==> src/rtl/cursor_motion.sv <==
// rtl/cursor_motion.sv - accumulates relative mouse motion and applies it once per frame
//
// Purpose: drives the cursor/ball centre (X, Y) for the ball renderer. Motion packets
// from the mouse decoder are summed in saturating accumulators. On each rising edge of
// frame_clk, after it is synchronized, the sums are applied to X and then to Y. Both
// coordinates are clamped so the ball stays on screen. A one-cycle click pulse follows
// once X and Y are final.
//
// Ports:
//   Clk        in   1   system clock
//   Reset_n    in   1   asynchronous active-low reset
//   frame_clk  in   1   frame strobe, asynchronous to Clk
//   pkt_valid  in   1   motion packet present
//   pkt_ready  out  1   packet can be accepted this cycle (IDLE only)
//   pkt_dx     in   9   signed X motion, positive = right
//   pkt_dy     in   9   signed Y motion, positive = up
//   pkt_left   in   1   left-button state carried by the packet
//   X          out  10  cursor centre X
//   Y          out  10  cursor centre Y
//   click      out  1   one-cycle pulse: left press seen since the last update
module cursor_motion #(
  parameter logic [9:0] BALL_SIZE   = 10'd4,
  parameter logic [9:0] H_RES       = 10'd640,
  parameter logic [9:0] V_RES       = 10'd480,
  parameter logic [9:0] X_INIT      = 10'd320,
  parameter logic [9:0] Y_INIT      = 10'd240,
  parameter int         SPEED_SHIFT = 0
) (
  input  logic              Clk,
  input  logic              Reset_n,
  input  logic              frame_clk,
  input  logic              pkt_valid,
  output logic              pkt_ready,
  input  logic signed [8:0] pkt_dx,
  input  logic signed [8:0] pkt_dy,
  input  logic              pkt_left,
  output logic [9:0]        X,
  output logic [9:0]        Y,
  output logic              click
);

  localparam logic [1:0] IDLE    = 2'd0;
  localparam logic [1:0] APPLY_X = 2'd1;
  localparam logic [1:0] APPLY_Y = 2'd2;

  localparam logic [9:0] X_MAX = H_RES - 10'd1 - BALL_SIZE;
  localparam logic [9:0] Y_MAX = V_RES - 10'd1 - BALL_SIZE;

  localparam logic signed [12:0] ACC_MAX = 13'sd2047;
  localparam logic signed [12:0] ACC_MIN = -13'sd2048;

  logic [1:0]         state;
  logic               fs_meta, fs_sync, fs_prev, frame_edge;
  logic signed [11:0] acc_x, acc_y, snap_x, snap_y;
  logic               press, snap_press, last_left;

  logic               accept;
  logic signed [11:0] acc_x_in, acc_y_in;
  logic               press_in;
  logic signed [11:0] dx_sh, dy_sh;
  logic signed [12:0] x_sum, y_sum;

  function automatic logic signed [11:0] sat_add(input logic signed [11:0] a,
                                                 input logic signed [8:0]  d);
    logic signed [12:0] s;
    s = {a[11], a} + {{4{d[8]}}, d};
    if (s > ACC_MAX)      return ACC_MAX[11:0];
    else if (s < ACC_MIN) return ACC_MIN[11:0];
    else                  return s[11:0];
  endfunction

  function automatic logic [9:0] clamp(input logic signed [12:0] v,
                                       input logic [9:0]         lo,
                                       input logic [9:0]         hi);
    if (v < $signed({3'b000, lo}))      return lo;
    else if (v > $signed({3'b000, hi})) return hi;
    else                                return v[9:0];
  endfunction

  assign pkt_ready = (state == IDLE);
  assign accept    = pkt_valid & pkt_ready;

  // A packet accepted in the edge cycle must land in the snapshot, so the
  // snapshot takes these post-accept values rather than the registers.
  assign acc_x_in = accept ? sat_add(acc_x, pkt_dx) : acc_x;
  assign acc_y_in = accept ? sat_add(acc_y, pkt_dy) : acc_y;
  assign press_in = press | (accept & pkt_left & ~last_left);

  assign dx_sh = snap_x >>> SPEED_SHIFT;
  assign dy_sh = snap_y >>> SPEED_SHIFT;
  // 13-bit signed: 0..1023 plus or minus 2048 cannot overflow before the clamp.
  // Y subtracts because positive mouse dy means up and screen Y grows downward.
  assign x_sum = $signed({3'b000, X}) + {dx_sh[11], dx_sh};
  assign y_sum = $signed({3'b000, Y}) - {dy_sh[11], dy_sh};

  always_ff @(posedge Clk or negedge Reset_n) begin
    if (!Reset_n) begin
      fs_meta    <= 1'b0;
      fs_sync    <= 1'b0;
      fs_prev    <= 1'b0;
      frame_edge <= 1'b0;
    end else begin
      fs_meta    <= frame_clk;
      fs_sync    <= fs_meta;
      fs_prev    <= fs_sync;
      frame_edge <= fs_sync & ~fs_prev;
    end
  end

  always_ff @(posedge Clk or negedge Reset_n) begin
    if (!Reset_n) begin
      state      <= IDLE;
      X          <= X_INIT;
      Y          <= Y_INIT;
      click      <= 1'b0;
      acc_x      <= '0;
      acc_y      <= '0;
      snap_x     <= '0;
      snap_y     <= '0;
      press      <= 1'b0;
      snap_press <= 1'b0;
      last_left  <= 1'b0;
    end else begin
      click <= 1'b0;
      if (accept) last_left <= pkt_left;
      case (state)
        IDLE: begin
          if (frame_edge) begin
            snap_x     <= acc_x_in;
            snap_y     <= acc_y_in;
            snap_press <= press_in;
            acc_x      <= '0;
            acc_y      <= '0;
            press      <= 1'b0;
            state      <= APPLY_X;
          end else begin
            acc_x <= acc_x_in;
            acc_y <= acc_y_in;
            press <= press_in;
          end
        end
        // Edges seen in the two apply states are dropped on purpose.
        APPLY_X: begin
          X     <= clamp(x_sum, BALL_SIZE, X_MAX);
          state <= APPLY_Y;
        end
        APPLY_Y: begin
          Y     <= clamp(y_sum, BALL_SIZE, Y_MAX);
          click <= snap_press;
          state <= IDLE;
        end
        default: state <= IDLE;
      endcase
    end
  end

endmodule

==> config.mk <==
export PLATFORM = sky130hd
export DESIGN_NAME = cursor_motion
export DESIGN_NICKNAME = d
export VERILOG_FILES = /design/src/rtl/cursor_motion.sv
export SDC_FILE = /design/constraint.sdc
export NUM_CORES = 1
export LEC_CHECK = 0
export CELL_PAD_IN_SITES_DETAIL_PLACEMENT = 0
export CELL_PAD_IN_SITES_GLOBAL_PLACEMENT = 1
export CORE_ASPECT_RATIO = 1.5
export CORE_MARGIN = 2
export CORE_UTILIZATION = 49
export DETAILED_ROUTE_END_ITERATION = 12
export HOLD_SLACK_MARGIN = 0.12
export PLACE_DENSITY_LB_ADDON = 0.1
export SKIP_LAST_GASP = 1
export SYNTH_ARGS = -nofsm -noshare
export SYNTH_HDL_FRONTEND = slang
export SYNTH_SLANG_ARGS = --single-unit
==> constraint.sdc <==
create_clock -name Clk -period 8.3 [get_ports Clk]
set_clock_uncertainty 0.1 [all_clocks]
set_input_delay 1.66 -clock Clk [delete_from_list [all_inputs] [get_ports Clk]]
set_output_delay 1.66 -clock Clk [all_outputs]
set_load 0.02 [all_outputs]
# Word level (Yosys, flattened, before mapping)
# Cells that the tools add are included.
totals:
  ff_bits: 78
  input_bits: 23
classes:
  n_addsub: 4
  magnitude_cmp: 8
  n_eq_ne: 3
  mux: 16
  bitwise_logic: 7
  reduce_logical: 2
ops:
  columns: ["operator", "n"]
  rows:
  - ["12-bit 2-to-1 mux", 8]
  - ["10-bit 2-to-1 mux", 4]
  - ["12-bit by 9-bit adder with 13-bit output", 2]
  - ["13-bit by 12-bit > comparator with 1-bit output (second input constant)", 2]
  - ["13-bit by 12-bit < comparator with 1-bit output (second input constant)", 2]
  - ["13-bit by 4-bit < comparator with 1-bit output (second input constant)", 2]
  - ["11-bit by 12-bit adder with 13-bit output", 1]
  - ["13-bit by 10-bit > comparator with 1-bit output (second input constant)", 1]
  - ["13-bit by 11-bit > comparator with 1-bit output (second input constant)", 1]
  - ["11-bit by 12-bit subtractor with 13-bit output", 1]
  - ["1-bit AND", 4]
  - ["2-bit case mux with 2 select lines", 1]
  - ["2-bit by 1-bit equality test with 1-bit output (second input constant)", 1]
  - ["2-bit equality test (second input constant)", 1]
  - ["2-bit zero test", 1]
  - ["1-bit 2-to-1 mux", 2]
  - ["2-bit 2-to-1 mux", 1]
  - ["2-bit by 1-bit inequality test with 1-bit output (second input constant)", 1]
  - ["1-bit inverter", 2]
  - ["2-bit AND reduction", 1]
  - ["1-bit bitwise OR", 1]

# Depth between registers and ports, before layout
# Gate-level depths: netlist (run 1).
depth:
  word_depth: 6
  mapped_depth: 12
  depth_no_buf: 12

# Worst setup path before layout (run 1)
# Ideal clock, no wire load.
synth_timing:
  kind: "input -> register"
  from: "input pkt_dy[0]"
  to: "register acc_y[3]"
  setup_ps: 83
  arrival_time_ps: 3928
  required_time_ps: 8117
  path_slack_ps: 4189
  path_stages: 12
  n_path_buf: 1
  cell_sequence: "ha_1 > inv_1 > fa_1 > nand2b_1 > a21oi_1 > o311a_1 > o211ai_1 > a21oi_1 > or2_2 > buf_2 > nand3_1 > o21ai_0"
synth_between:
  elab_chain_len: 6
  elab_cells_between_ends: 7
  cone_classes: "add/sub: 1; order compare: 2; mux: 4"
synth_rtl:
  columns: ["element", "line_no", "source"]
  rows:
  - ["start, declared", "35", "input logic signed [8:0] pkt_dy,"]
  - ["12-bit by 9-bit adder with 13-bit output *", "66", "s = {a[11], a} + {{4{d[8]}}, d};"]
  - ["13-bit by 12-bit < comparator with 1-bit output", "68", "else if (s < ACC_MIN) return ACC_MIN[11:0];"]
  - ["12-bit 2-to-1 mux", "68", null]
  - ["12-bit 2-to-1 mux *", "67", "if (s > ACC_MAX) return ACC_MAX[11:0];"]
  - ["12-bit 2-to-1 mux *", "86", "assign acc_y_in = accept ? sat_add(acc_y, pkt_dy) : acc_y;"]
  - ["12-bit 2-to-1 mux *", "128", "if (frame_edge) begin"]
  - ["end signal, assigned", "138", "acc_y <= acc_y_in;"]
  - ["end, declared", "54", "logic signed [11:0] acc_x, acc_y, snap_x, snap_y;"]
# Mark *: on every way between the ends. The rest lies on a longest branch, timed or not.
# A chain may end at the register's enable or synchronous reset.

# Worst setup path in the final report (run 1)
layout_timing:
  from: "input pkt_dy[0]"
  to: "register snap_y[7], in the netlist dy_sh[7]"
layout_between:
  elab_chain_len: 5
  elab_cells_between_ends: 6
  cone_classes: "add/sub: 1; order compare: 2; mux: 3"
layout_rtl:
  columns: ["element", "line_no", "source"]
  rows:
  - ["12-bit by 9-bit adder with 13-bit output *", "66", null]
  - ["13-bit by 12-bit < comparator with 1-bit output", "68", null]
  - ["12-bit 2-to-1 mux", "68", null]
  - ["12-bit 2-to-1 mux *", "67", null]
  - ["12-bit 2-to-1 mux *", "86", null]
  - ["end signal, assigned", "130", "snap_y <= acc_y_in;"]
  - ["end, declared", "54", null]
# Marked as above.

==> metrics.csv, run 1 <==
metric,value,unit
cts_hold_buf,0,
reg2reg_setup_slack,4830,ps
grt_max_degree,79,
fmax,0.207,GHz
p_int,0.00157,W
top_level_ports,45,
reg2reg_to,dy_sh[7],
avgViaCountPerCell,5.92,
grtUsageTotal,0.247,
syn-cell-area,0.00544,mm2
start_kind,input port,
die_y,133,um
synth.distinct_cells,73,
worstSetupPathType,input port to flip-flop,
seq_area,0.00196,mm2
grtUsageMet3,0.0364,
drv_cap,0,
portBuffers,44,
power.leakage,2.83,nW
num_rows,47,
worst_slew_pin_slew,998,ps
drt_iter0_drc,166,
ant_nets,0,
grt_first_pass_wirelength,23900,um
cts_max_path_buffers,2,
synth_edf_count,0,
met1_usage,0.279,
power.share.switching,0.451,
cellPowerDensity,449,mW/mm2
finalSetupTns,0,ps
slew_violations,0,
grt_pass1_vias,4959,
cts_resized,0,
grt_overflow_total,0,
fillCellCount,1058,
synthCells,628,
cts_tree,yes,
hold_class,flip-flop to flip-flop,
routed_wl,14200,um
r2r-start,acc_y[0],
drive_gt1_frac,0.0621,
grt_use_met2,0.459,
power_frac_comb,0.593,
whs_path_depth,0,
hold_path_startpoint,fs_meta,
drc,0,
min_to,fs_sync,
synth_seq_cells,78,
die_w,90.0,um
sequentialPowerShare,0.241,
cts_inserted_buffers,9,
synth-main-ff-cell,dfrtp_1,
fin_ws,3460,ps
postCtsSetupRepairBufs,0,
fin_crit,4840,ps
end_kind,flip-flop,
num_antenna_cells,0,
fin_nets,742,
busiest_layer,met2,
htree_levels,3,
final_cells,823,
cts-root-buf,clkbuf_16,
ys_seq_area_frac,0.360,
clock_sinks,78,
routedWlPerCell,17.3,um
place_inst,807,
syn_nets,699,
finalCritPeriodShare,0.583,
finalSetupViolCount,0,
synth.largest_area_cell,dfrtp_1,
dp_hpwl,10700,um
path_max_fanout,11,
arrival,4980,ps
area_growth,17.4,%
yosysWarnings,0,
multiInputGateArea,0.00328,mm2
rr_worst_depth,11,
hold_violations,0,
ys_top_cells_by_area,"dfrtp_1, ha_1, o21ai_0",
rsz0062_at_grt,no,
vias,4872,
initial_core_util,0.497,
synthArstFlopShare,1.00,
place_ws,3090,ps
synth_top_cell_area_share,0.331,
p_clk_frac,0.166,
antenna_found_initial,0,
avgSynthCellArea,8.66,um2
dieArea,0.0120,mm2
p_switching,0.00129,W
status,completed,
clk_pin_slew,60,ps
clk-insertion-delay-late,340,ps
gp_congestion,0.859,
ir_drop,0.000269,V
core_area,0.0109,mm2
slew-limit-headroom,0.335,
cp.required,8440,ps
first_pass_iters,4,
-- cell families after synthesis --
| family | after synthesis | share of synthesized area |
|---|---|---|
| AO/OA/AOI/OAI | 210 | 0.255 |
| multiplexers | 2 | 0.00368 |
| flip-flops | 78 | 0.360 |
| adder cells (fa/ha/maj) | 53 | 0.125 |
| AND/OR/NAND/NOR | 206 | 0.177 |
| buffers and inverters | 53 | 0.0370 |
| XOR/XNOR | 26 | 0.0419 |
-- cell usage in the layout (no fill, tap or decap), types with 4 or more instances in the layout --
cell and count:
a211o_1 6, a211oi_1 4, a21o_1 13, a21oi_1 45, a22oi_1 9, a31oi_1 4, and2_1 5, clkbuf_16 9
clkdlybuf4s50_1 43, dfrtp_1 72, dfstp_2 6, fa_1 4, ha_1 44, inv_1 39, maj3_1 5, nand2_1 61
nand2b_1 9, nand3_1 8, nor2_1 69, nor2b_1 8, nor3_1 14, o211ai_1 9, o21a_1 11, o21ai_0 56
o22ai_1 7, o31ai_1 11, or3_1 5, xnor2_1 20, xor2_1 6
-- worst max-delay path by stage --
stage / slack [ps] / end / start
2_1_floorplan: 4190 / acc_y[3] / pkt_dy[0]
3_5_place_dp: 3090 / dy_sh[7] / pkt_dy[0]
5_1_grt: 3160 / dy_sh[7] / pkt_dy[0]
3_3_place_gp: 3330 / dy_sh[1] / pkt_dy[0]
6_report: 3460 / dy_sh[7] / pkt_dy[0]
4_1_cts: 3440 / dy_sh[7] / pkt_dy[0]
-- power groups by stage --
stage / clock network, W / logic (W) / registers (W)
after detailed placement: 0 / 0.00168 / 0.000701
after floorplan: 0 / 0.00124 / 0.000685
after global placement: 0 / 0.00165 / 0.000697
final: 0.000476 / 0.00170 / 0.000691
after global routing: 0.000495 / 0.00192 / 0.000710
after CTS: 0.000482 / 0.00170 / 0.000695
-- layer usage --
| metal | wire [um] | part of all wire |
|---|---|---|
| met2 | 7630 | 0.54 |
| met4 | 490 | 0.034 |
| met3 | 371 | 0.026 |
| met1 | 5730 | 0.40 |
| met5 | 0 | 0 |
-- critical path: stages --
cell and delay [ps]:
clkdlybuf4s50_1 460, ha_1 160, inv_1 50, fa_1 380, nand2b_1 200, a21oi_1 300
o311a_1 250, o211ai_1 110, a21oi_1 570, and2_1 470, nor2_1 120, o21ai_0 240
-- flip-flops by register name, indices dropped and copies added (netlist names), 2 cells and up --
name	flops
X	10
Y	10
acc_x	12
acc_y	12
dx_sh	12
dy_sh	12
state	2
-- cells in the mapped netlist (4+ instances only) --
cell,number
dfrtp_1,72
nor2_1,69
nand2_1,61
o21ai_0,56
a21oi_1,45
ha_1,44
inv_1,39
xnor2_1,20
nor3_1,15
a21o_1,13
o21a_1,11
o31ai_1,11
clkbuf_1,10
a22oi_1,9
nand2b_1,9
o211ai_1,9
nand3_1,8
nor2b_1,8
o22ai_1,7
a211o_1,6
dfstp_2,6
xor2_1,6
and2_1,5
maj3_1,5
or3_1,5
a211oi_1,4
a31oi_1,4
fa_1,4
-- cell type report --
class                           count  area share
Clock buffer                       11      0.0396
Tap cell                          147      0.0288
Sequential cell                    78       0.307
Multi-Input combinational cell    497       0.514
Timing Repair Buffer               46      0.0710
Clock inverter                      5      0.0165
Inverter                           39      0.0229
-- through the flow --
stage / instance area (um2) / utilization / hold WS [ps] / total power (W)
floorplan: 5440 / - / 231 / 0.00193
global placement: 6030 / 0.551 / 238 / 0.00234
detailed placement: 6030 / 0.551 / 259 / 0.00238
CTS: 6380 / 0.584 / 269 / 0.00288
global route: 6380 / 0.584 / 279 / 0.00312
finish: 6380 / 0.584 / 260 / 0.00287
Power figures use the tool's default switching activity.
==> inputs of run 2 (changes only) <==
Settings changed: CORE_UTILIZATION 49 to 45.
Clock period 8.3 ns to 5 ns, I/O delays scaled along.
==> metrics.csv, run 2 (synthesis gave the netlist of run 1 again) <==
metric,value,unit
drc,0,
grtUsageTotal,0.234,
seq_area,0.00196,mm2
ir_drop,0.000533,V
rr_worst_depth,10,
end_kind,flip-flop,
cts_inserted_buffers,9,
finalCritPeriodShare,0.761,
power,0.00461,W
worst_slew_pin_slew,1020,ps
dpl_cell_area,0.00605,mm2
power.leakage,2.81,nW
reg2reg_to,X[3],
hold_class,flip-flop to flip-flop,
first_pass_iters,4,
die_w,93.8,um
drive_gt1_frac,0.0634,
area_growth,16.3,%
mostFrequentLayoutCell,dfrtp_1,
worstSetupPathType,input port to flip-flop,
r2r-start,dx_sh[0],
multiInputGateArea,0.00328,mm2
top_level_ports,45,
core_area,0.0119,mm2
dp_hpwl,11100,um
ant_nets,0,
grtUsageMet3,0.0293,
fillCellCount,1175,
min_to,fs_sync,
hold_ws,258,ps
slew-limit-headroom,0.320,
grt_use_met2,0.427,
fmax,0.263,GHz
finalSetupViolCount,0,
arrival,3950,ps
fin_crit,3800,ps
htree_levels,3,
avgViaCountPerCell,5.84,
met1_usage,0.265,
whs_path_depth,0,
initial_core_util,0.457,
slew_violations,0,
grt_overflow_total,0,
hold_path_startpoint,fs_meta,
cts_resized,0,
clock_sinks,78,
drv_cap,0,
clk-insertion-delay-late,340,ps
path_max_fanout,11,
cts_tree,yes,
cellPowerDensity,729,mW/mm2
routed_wl,14600,um
fin_nets,744,
routedWlPerCell,17.5,um
gp_congestion,0.885,
num_antenna_cells,0,
die_y,139,um
drt_iter0_drc,242,
cts-root-buf,clkbuf_16,
antenna_found_initial,0,
num_rows,49,
reg2reg_setup_slack,1670,ps
grt_pass1_vias,4830,
grt_max_degree,79,
status,completed,
cts_hold_buf,0,
grt_first_pass_wirelength,23800,um
hold_violations,0,
rsz0062_at_grt,no,
design_area,0.00632,mm2
start_kind,input port,
final_cell_mix,"dfrtp_1, nor2_1, nand2_1",
busiest_layer,met2,
vias,4855,
cts_max_path_buffers,2,
dieArea,0.0130,mm2
clk_pin_slew,60,ps
portBuffers,44,
finalSetupTns,0,ps
postCtsSetupRepairBufs,0,
cp.required,5140,ps
==> run 2: cell type report <==
type | count | area share
clock inverter | 6 | 0.00732
inverter | 39 | 0.0231
tap | 153 | 0.0303
sequential | 78 | 0.310
multi-input combinational | 497 | 0.519
clock buffer | 10 | 0.0362
timing repair buffer | 48 | 0.0740
==> run 2: power by group <==
group	switching (W)	internal, W	total, W
Sequential	0.000259	0.000897	0.00116
Clock	0.000277	0.000339	0.000616
Combinational	0.00163	0.00121	0.00284
==> run 2: stage by stage <==
stage           util  setup WS [ps]  cells
2_1_floorplan      -           1550    628
3_3_place_gp   0.509            939    815
3_5_place_dp   0.509            833    815
4_1_cts        0.532           1180    831
5_1_grt        0.532            925    831
6_report       0.532           1200    831
==> run 2: worst max path at each step <==
stage,from,end,slack [ps],cells after the start
5_1_grt,pkt_dy[0],dy_sh[2],920,13
3_3_place_gp,pkt_dy[0],dy_sh[2],940,13
3_5_place_dp,pkt_dy[0],dy_sh[2],830,13
2_1_floorplan,pkt_dy[0],acc_y[3],1550,12
6_report,pkt_dy[0],dy_sh[2],1200,13
4_1_cts,pkt_dy[0],dy_sh[2],1180,13
==> run 2: worst max-delay path, stage by stage <==
cell and delay (ps):
clkdlybuf4s50_1 460, ha_1 170, inv_1 50, fa_1 380
nand2b_1 200, a21oi_1 240, o311a_1 250, o211ai_1 110
a21oi_1 160, buf_4 180, and2_1 400, a21oi_1 90
o21ai_0 240
==> run 2: per-layer routing <==
layer	wire (um)	vias to the layer above	part of all wire
met1	5620	2340	0.39
met5	0	-	0
met2	7950	101	0.55
met4	573	0	0.039
li1	-	2382	-
met3	421	32	0.029
